File: src/rtl/uart_loader.sv
// uart_loader: on-chip end of a host-driven program-load protocol.
// Sits between uart_rx and uart_tx. It parses the frame
//    SYNC, ADDR_H, ADDR_L, LEN_H, LEN_L, LEN payload bytes, CHK
// and writes each payload byte to memory as it arrives.
// CHK is the XOR of ADDR_H through the last payload byte.
// It then answers with a single ACK or NAK byte.
// The CPU is held in reset (o_loading) from SYNC until the response has gone out.
//
// Ports:
//   clk, rst_n    clock; synchronous active-low reset
//   ce            clock enable; nothing advances while low
//   i_rx_byte     received byte
//   i_rx_avail    received-byte strobe
//   o_mem_addr    memory write address
//   o_mem_wdata   memory write data
//   o_mem_we      memory write strobe
//   o_tx_byte     response byte
//   o_tx_start    response request
//   i_tx_active   transmitter busy
//   o_loading     frame in progress / CPU reset
//   o_err         sticky error flag
//
// state      | meaning
// -----------+------------------------------------------------
// IDLE       | waiting for SYNC, other bytes ignored
// ADDR_H     | expecting address high byte
// ADDR_L     | expecting address low byte
// LEN_H      | expecting length high byte
// LEN_L      | expecting length low byte
// DATA       | receiving payload, one memory write per byte
// CHK        | expecting checksum byte
// RESP_START | requesting transmission of the response byte
// RESP_WAIT  | waiting for the transmitter to finish
module uart_loader #(
   parameter int          ADDR_W  = 16,
   parameter int          TIMEOUT = 100000,
   parameter logic [7:0]  SYNC    = 8'hA5,
   parameter logic [7:0]  ACK     = 8'h06,
   parameter logic [7:0]  NAK     = 8'h15
) (
   input  logic              clk,
   input  logic              rst_n,
   input  logic              ce,
   input  logic [7:0]        i_rx_byte,
   input  logic              i_rx_avail,
   output logic [ADDR_W-1:0] o_mem_addr,
   output logic [7:0]        o_mem_wdata,
   output logic              o_mem_we,
   output logic [7:0]        o_tx_byte,
   output logic              o_tx_start,
   input  logic              i_tx_active,
   output logic              o_loading,
   output logic              o_err
);

   localparam int TW = $clog2(TIMEOUT + 1);
   localparam logic [TW-1:0] TMO_LOAD = TW'(TIMEOUT - 1);

   typedef enum logic [3:0] {
      S_IDLE,
      S_ADDR_H,
      S_ADDR_L,
      S_LEN_H,
      S_LEN_L,
      S_DATA,
      S_CHK,
      S_RESP_START,
      S_RESP_WAIT
   } state_t;

   state_t            state;
   logic [7:0]        hi_byte;
   logic [ADDR_W-1:0] addr;
   logic [15:0]       remain;
   logic [7:0]        chk;
   logic [TW-1:0]     tmo_cnt;

   logic        accept;
   logic        in_frame;
   logic        tmo_hit;
   logic [15:0] rx_word;

   assign accept   = ce & i_rx_avail;
   assign in_frame = (state >= S_ADDR_H) && (state <= S_CHK);
   // The down-counter is reloaded on every accepted byte.
   // It expires on the TIMEOUT-th consecutive idle ce cycle.
   // A byte arriving on that same cycle takes priority over the expiry.
   assign tmo_hit  = in_frame && !accept && (tmo_cnt == '0);
   assign rx_word  = {hi_byte, i_rx_byte};

   always_ff @(posedge clk) begin
      if (!rst_n) begin
         state       <= S_IDLE;
         hi_byte     <= '0;
         addr        <= '0;
         remain      <= '0;
         chk         <= '0;
         tmo_cnt     <= TMO_LOAD;
         o_mem_addr  <= '0;
         o_mem_wdata <= '0;
         o_mem_we    <= 1'b0;
         o_tx_byte   <= '0;
         o_tx_start  <= 1'b0;
         o_loading   <= 1'b0;
         o_err       <= 1'b0;
      end else if (ce) begin
         o_mem_we <= 1'b0;

         if (accept)
            tmo_cnt <= TMO_LOAD;
         else if (in_frame && tmo_cnt != '0)
            tmo_cnt <= tmo_cnt - TW'(1);

         if (tmo_hit) begin
            o_tx_byte  <= NAK;
            o_err      <= 1'b1;
            o_tx_start <= 1'b1;
            state      <= S_RESP_START;
         end else begin
            case (state)
               S_IDLE: begin
                  if (accept && i_rx_byte == SYNC) begin
                     o_loading <= 1'b1;
                     o_err     <= 1'b0;
                     chk       <= '0;
                     state     <= S_ADDR_H;
                  end
               end
               S_ADDR_H: begin
                  if (accept) begin
                     hi_byte <= i_rx_byte;
                     chk     <= chk ^ i_rx_byte;
                     state   <= S_ADDR_L;
                  end
               end
               S_ADDR_L: begin
                  if (accept) begin
                     addr  <= rx_word[ADDR_W-1:0];
                     chk   <= chk ^ i_rx_byte;
                     state <= S_LEN_H;
                  end
               end
               S_LEN_H: begin
                  if (accept) begin
                     hi_byte <= i_rx_byte;
                     chk     <= chk ^ i_rx_byte;
                     state   <= S_LEN_L;
                  end
               end
               S_LEN_L: begin
                  if (accept) begin
                     remain <= rx_word;
                     chk    <= chk ^ i_rx_byte;
                     state  <= (rx_word == 16'd0) ? S_CHK : S_DATA;
                  end
               end
               S_DATA: begin
                  if (accept) begin
                     o_mem_we    <= 1'b1;
                     o_mem_addr  <= addr;
                     o_mem_wdata <= i_rx_byte;
                     addr        <= addr + ADDR_W'(1);
                     remain      <= remain - 16'd1;
                     chk         <= chk ^ i_rx_byte;
                     if (remain == 16'd1)
                        state <= S_CHK;
                  end
               end
               S_CHK: begin
                  if (accept) begin
                     if (i_rx_byte == chk) begin
                        o_tx_byte <= ACK;
                     end else begin
                        o_tx_byte <= NAK;
                        o_err     <= 1'b1;
                     end
                     o_tx_start <= 1'b1;
                     state      <= S_RESP_START;
                  end
               end
               S_RESP_START: begin
                  if (i_tx_active) begin
                     o_tx_start <= 1'b0;
                     state      <= S_RESP_WAIT;
                  end
               end
               S_RESP_WAIT: begin
                  if (!i_tx_active) begin
                     o_loading <= 1'b0;
                     state     <= S_IDLE;
                  end
               end
               default: state <= S_IDLE;
            endcase
         end
      end
   end

endmodule
File: config.mk
export PLATFORM = sky130hd
export DESIGN_NAME = uart_loader
export DESIGN_NICKNAME = d
export VERILOG_FILES = /design/src/rtl/uart_loader.sv
export SDC_FILE = /design/constraint.sdc
export NUM_CORES = 1
export LEC_CHECK = 0
export CORE_ASPECT_RATIO = 0.8
export CORE_MARGIN = 2
export CORE_UTILIZATION = 45
export DETAILED_ROUTE_END_ITERATION = 8
export GPL_ROUTABILITY_DRIVEN = 0
export MAX_ROUTING_LAYER = met4
export PLACE_DENSITY = 0.68
export SLEW_MARGIN = 10
export SYNTH_ARGS = -nofsm -noshare
export SYNTH_HDL_FRONTEND = slang
export SYNTH_SLANG_ARGS = --single-unit
File: constraint.sdc
create_clock -name clk -period 2.5 [get_ports clk]
set_clock_uncertainty 0.05 [all_clocks]
set_input_delay 0.25 -clock clk [delete_from_list [all_inputs] [get_ports clk]]
set_output_delay 0.25 -clock clk [all_outputs]
set_load 0.01 [all_outputs]
=== Yosys cells after proc, flatten, opt, wreduce, memory -nomap -nowiden ===
Cells that the tools add are included.

* $add $sub $neg: 3
* $lt $le $gt $ge: 2
* Equal/unequal tests: 28
* Mux-type cells: 42
* Bitwise operators: 3
* Reduce and logical (&&, ||, !) cells: 32

{| class="wikitable"
|+ Operators with widths
! cell !! number
|-
| $pmux W16 S2 || 2
|-
| $mux W16 || 3
|-
| $mux W4 || 11
|-
| $mux W8 || 5
|-
| $pmux W4 S9 || 1
|-
| $mux W17 || 2
|-
| $ne A3 B3 Y1 const B || 11
|-
| $reduce_and A5 Y1 || 5
|-
| $logic_not A17 Y1 || 1
|-
| $reduce_bool A17 Y1 || 1
|-
| $sub A17 B1 Y17 const B || 1
|-
| $add A16 B1 Y16 const B || 1
|-
| $eq A16 B1 Y1 const B || 1
|-
| $eq A4 B3 Y1 const B || 4
|-
| $logic_not A16 Y1 || 1
|-
| $pmux W8 S2 || 1
|-
| $sub A16 B1 Y16 const B || 1
|-
| $reduce_bool A2 Y1 || 7
|-
| $mux W1 || 12
|-
| $reduce_and A4 Y1 || 3
|-
| $reduce_and A11 Y1 || 1
|-
| $ne A2 B2 Y1 const B || 5
|-
| $eq A4 B2 Y1 const B || 2
|-
| $eq A8 B8 Y1 || 1
|-
| other kinds (20) || 27
|}

* Register bits after elaboration: 105
* Bits of input ports: 13
* Output and inout bits: 36
* Word-level logic and storage cells: 123

=== Longest topological paths before layout ===
* Word-level depth: 6
* Gate-level depth with buffers: 10
* Mapped depth without buffers: 8

=== Worst setup path before layout ===
OpenSTA, ideal clock, no wires.

* Path type: reg2reg
* From: register tmo_cnt[0]
* To: register tmo_cnt[7]
* Library setup time: 0.129 ns
* Data arrival time: 1.869 ns
* Required time: 2.321 ns
* Slack: 0.452 ns
* Cell stages (with the launch flop): 11
* Path buffers: 2
* Period minus slack after synthesis: 2.048 ns
* Path through: dfxtp_1 > inv_1 > ha_1 > nor3b_2 > nand4b_1 > o21ba_1 > buf_6 > buf_6 > o211ai_1 > xor2_1 > nand2_1

* Cells in the longest elaborated chain, start to end: 4
* Elaborated cells on any way between the ends: 7
* Those cells by class: add/sub (1); mux (2); reduce/logical (4)

{| class="wikitable"
|+ RTL lines
! element !! RTL line !! RTL
|-
| start, declared || 76 || <nowiki>logic [TW-1:0] tmo_cnt;</nowiki>
|-
| start signal, assigned || 112 || <nowiki>tmo_cnt <= tmo_cnt - TW'(1);</nowiki>
|-
| branches (longest 4 deep; another with $sub A17 B1 Y17) || n/a ||
|}

Parallel ways; which one is timed is not known. The select of a mux whose other input is x is not followed.
A chain may end at the register's enable or synchronous reset.

=== Worst setup path after layout ===
* From: register tmo_cnt[0]
* To: register tmo_cnt[16]

Same word-level chain as after synthesis.

==> results_dict.tcl <==
set metrics [dict create \
    status "complete, no violations" \
    yosysMostFrequentCell "nand2_1" \
    rsz0062_at_grt "no" \
    numPortBuffers 44 \
    syn_to_final_growth_pct 19.5 \
    worst_pin_slew_ns 0.618 \
    fp.dieH_microns 98.9 \
    p_leak_nw 2.09 \
    whs_endpoint "o_mem_wdata[7]$_SDFFE_PN0P_" \
    grt_first_pass_wirelength_microns 23200 \
    nNetsFinal 725 \
    syn_area_sq_um 5070 \
    slew_viol_final 0 \
    max_freq_mhz 434 \
    synth_xor_area_share_pct 3.63 \
    synth_mux_area_share_pct 0.198 \
    cts_max_path_buffers 2 \
    io_pins 49 \
    period_minus_slack_ns 2.31 \
    grt_max_degree 51 \
    fillerInstances 1017 \
    cp_slowest_cell "o21ba_1" \
    placedInstanceArea_sq_um 5740 \
    row_count 34 \
    synth-compound-area-share_pct 22.5 \
    synth_area_leader_cell "dfxtp_1" \
    yosys.cell_types.count 63 \
    worst_hold_path.num_cells 2 \
    hold_viol_final 0 \
    power_frac_seq_pct 46.7 \
    path_class "reg2reg" \
    cts_hold_buffers 0 \
    antenna_left 0 \
    routed_wl_microns 14000 \
    power_density_nw_per_um2 585 \
    p_comb_share_pct 10.9 \
    rr_worst_depth 8 \
    drive_gt1_share_pct 9.12 \
    grt_pass1_vias 4500 \
    worst_hold_slack_ns 0.404 \
    grt_antenna_before_repair 0 \
    via_per_inst 5.85 \
    synthAdderAreaFrac_pct 0.988 \
    swShare_pct 27.3 \
    critical_path_peak_fanout 17 \
    hold_class "reg2reg" \
    first_pass_iters 6 \
    cpPeakStageDelay_ns 0.55 \
    ctsHtreeMaxLevel 3 \
    start_util_pct 46.3 \
    synth.cells.most_frequent "102 x nand2_1, 100 x dfxtp_1, 79 x a21oi_1" \
    wl_per_cell_microns 16.3 \
    end_kind "flip-flop" \
    drc 0 \
    cp_num_buf_inv 1 \
    clkPwrFrac_pct 42.4 \
    yosys-top-cells-area "dfxtp_1 40%, a21oi_1 7.8%, nand2_1 7.6%" \
    crit_chain "inv_1 > ha_1 > nor3b_2 > nand4b_1 > o21ba_1 > o21ai_2 > o41ai_1 > nand2_1" \
    cts_root_buf "clkbuf_16" \
    synth-async-reset-ratio_pct 0 \
    drv_cap 0 \
    synth-simple-area-share_pct 27.1 \
    core_area_sq_um 10900 \
    synth_warnings 0 \
    fin_setup_tns_ns 0 \
    r2r_start "tmo_cnt[0]$_SDFFE_PN1P_" \
    ir_drop_uv 383 \
    cts.sinks 100 \
    cts_tree "done" \
    synth_top_area_share_pct 39.5 \
    drtIter0Drc 465 \
    grt_usage_pct 24.9 \
    p_sw_mw 0.969 \
    internal-power_mw 2.57 \
    startpoint_type "flip-flop" \
    cts_setup_buffers 0 \
    required_ns 2.70 \
    final_area_sq_um 6060 \
    path_clk_slew_ns 0.08 \
    num_vias 5015 \
    yosysSeqAreaShare_pct 39.5 \
    synth-seq-cells 100 \
    n_antenna_cell 0 \
    finalCritPeriodShare_pct 92.2 \
    r2r_slack_ns 0.19 \
    worstHoldStart "o_mem_wdata[7]$_SDFFE_PN0P_" \
    grt_overflow 0 \
    ys.flop_type "dfxtp_1" \
    synth.avg_cell_area_sq_um 7.60 \
    timing.rr.end "tmo_cnt[16]$_SDFFE_PN1P_" \
    arrival_ns 2.51 \
    clk_latency_ns 0.36 \
    cts_buffers 9 \
    cts-resized-gates 0 \
    setup_violations 0 \
    dpl.hpwl_microns 9770 \
    syn_inst 667 \
    utilization_pct 55.4 \
    slew_headroom_pct 58.8 \
    synth_edf_count 0 \
    crit_family "compound AO/OA/AOI/OAI gates" \
    die_x_microns 123 \
    dieArea_sq_um 12100 \
    synth_top_family_by_area "simple AND/OR/NAND/NOR gates" \
]
==> power groups by stage <==
stage	Combinational, mW	Sequential [mW]	Clock (mW)
after floorplan	0.279	1.68	0
after global placement	0.369	1.69	0
after detailed placement	0.379	1.69	0
after CTS	0.380	1.65	1.52
after global routing	0.423	1.66	1.59
final	0.388	1.65	1.50
==> how the worst max path moves through the flow <==
stage / startpoint / depth (start not counted) / slack, ns / endpoint
2_1_floorplan: tmo_cnt[0]$_SDFFE_PN1P_ / 10 / 0.45 / tmo_cnt[7]$_SDFFE_PN1P_
3_3_place_gp: ce / 6 / 0.22 / tmo_cnt[16]$_SDFFE_PN1P_
3_5_place_dp: ce / 6 / 0.14 / tmo_cnt[16]$_SDFFE_PN1P_
4_1_cts: tmo_cnt[0]$_SDFFE_PN1P_ / 8 / 0.19 / tmo_cnt[16]$_SDFFE_PN1P_
5_1_grt: tmo_cnt[0]$_SDFFE_PN1P_ / 8 / 0.02 / tmo_cnt[16]$_SDFFE_PN1P_
6_report: tmo_cnt[0]$_SDFFE_PN1P_ / 8 / 0.19 / tmo_cnt[16]$_SDFFE_PN1P_
==> cells in the final DEF (no fill, tap or decap), types with 5 or more instances in the layout <==
cell type | Yosys | routed
or3_1 | 7 | 7
o21ai_0 | 48 | 48
clkdlybuf4s50_1 | 0 | 44
nand2_1 | 102 | 102
nand3_1 | 20 | 20
a31oi_1 | 9 | 9
nor4_1 | 13 | 13
a211oi_1 | 5 | 5
dfxtp_1 | 100 | 100
nor3_1 | 17 | 17
nand3b_1 | 11 | 11
a22oi_1 | 6 | 6
nand2b_1 | 6 | 6
xor2_1 | 12 | 12
a21oi_1 | 79 | 79
xnor2_1 | 9 | 9
and3_1 | 6 | 6
o211ai_1 | 12 | 12
buf_4 | 5 | 31
inv_1 | 13 | 13
o22ai_1 | 9 | 9
clkbuf_16 | 0 | 9
nor2_1 | 69 | 69
==> logic make-up (layout without fill, tap and decap cells) <==
| family | Yosys count | in the layout |
|---|---|---|
| muxes | 1 | 1 |
| and+or+nand+nor | 282 | 282 |
| buffers and inverters | 64 | 107 |
| adders and majority gates | 4 | 4 |
| AOI/OAI and AO/OA | 194 | 194 |
| other | 1 | 4 |
| xor gates and xnor gates | 21 | 21 |
| DFF | 100 | 100 |
==> layer usage <==
layer | wire length [microns] | up-vias | track usage (%)
met5 | 0 | - | -
met4 | 203 | 0 | 7.07
met3 | 1320 | 17 | 6.60
met2 | 5790 | 225 | 33.8
met1 | 6660 | 2330 | 35.9
li1 | - | 2443 | -
==> area by class of cell <==
type	instances	area (sq um)	area share (%)
clock buffers	9	225	3.72
clock inverters	7	93.8	1.55
multi-input cells	506	2790	46.1
flip-flops and latches	100	2000	33.1
inverters	14	52.6	0.868
well taps	144	180	2.97
repair buffers	77	713	11.8
==> per-stage QoR <==
| step | power (mW) | instances | setup WS (ns) |
|---|---|---|---|
| floorplan | 1.96 | 670 | 0.452 |
| global placement | 2.06 | 841 | 0.220 |
| detailed placement | 2.07 | 841 | 0.140 |
| CTS | 3.55 | 857 | 0.193 |
| global route | 3.67 | 857 | 0.0236 |
| finish | 3.54 | 857 | 0.195 |
==> state kept, by name, summed over array words and instances (netlist names) <==
name and flops:
o_mem_addr 16, o_loading 1, o_tx_start 1, o_mem_we 1, o_err 1, state 4, o_mem_wdata 8, addr 16
remain 16, hi_byte 8, tmo_cnt 17, o_tx_byte 3, chk 8
==> worst register-to-register path: cells and delay by family (launching register included) <==
| family | cells | cell delay [ns] |
|---|---|---|
| compound gates | 3 | 1.05 |
| flops | 1 | 0.39 |
| simple gates | 3 | 0.45 |
| fa+ha+maj | 1 | 0.20 |
| buf+inv | 1 | 0.06 |
Note: power is estimated with default switching activity, not from simulation.
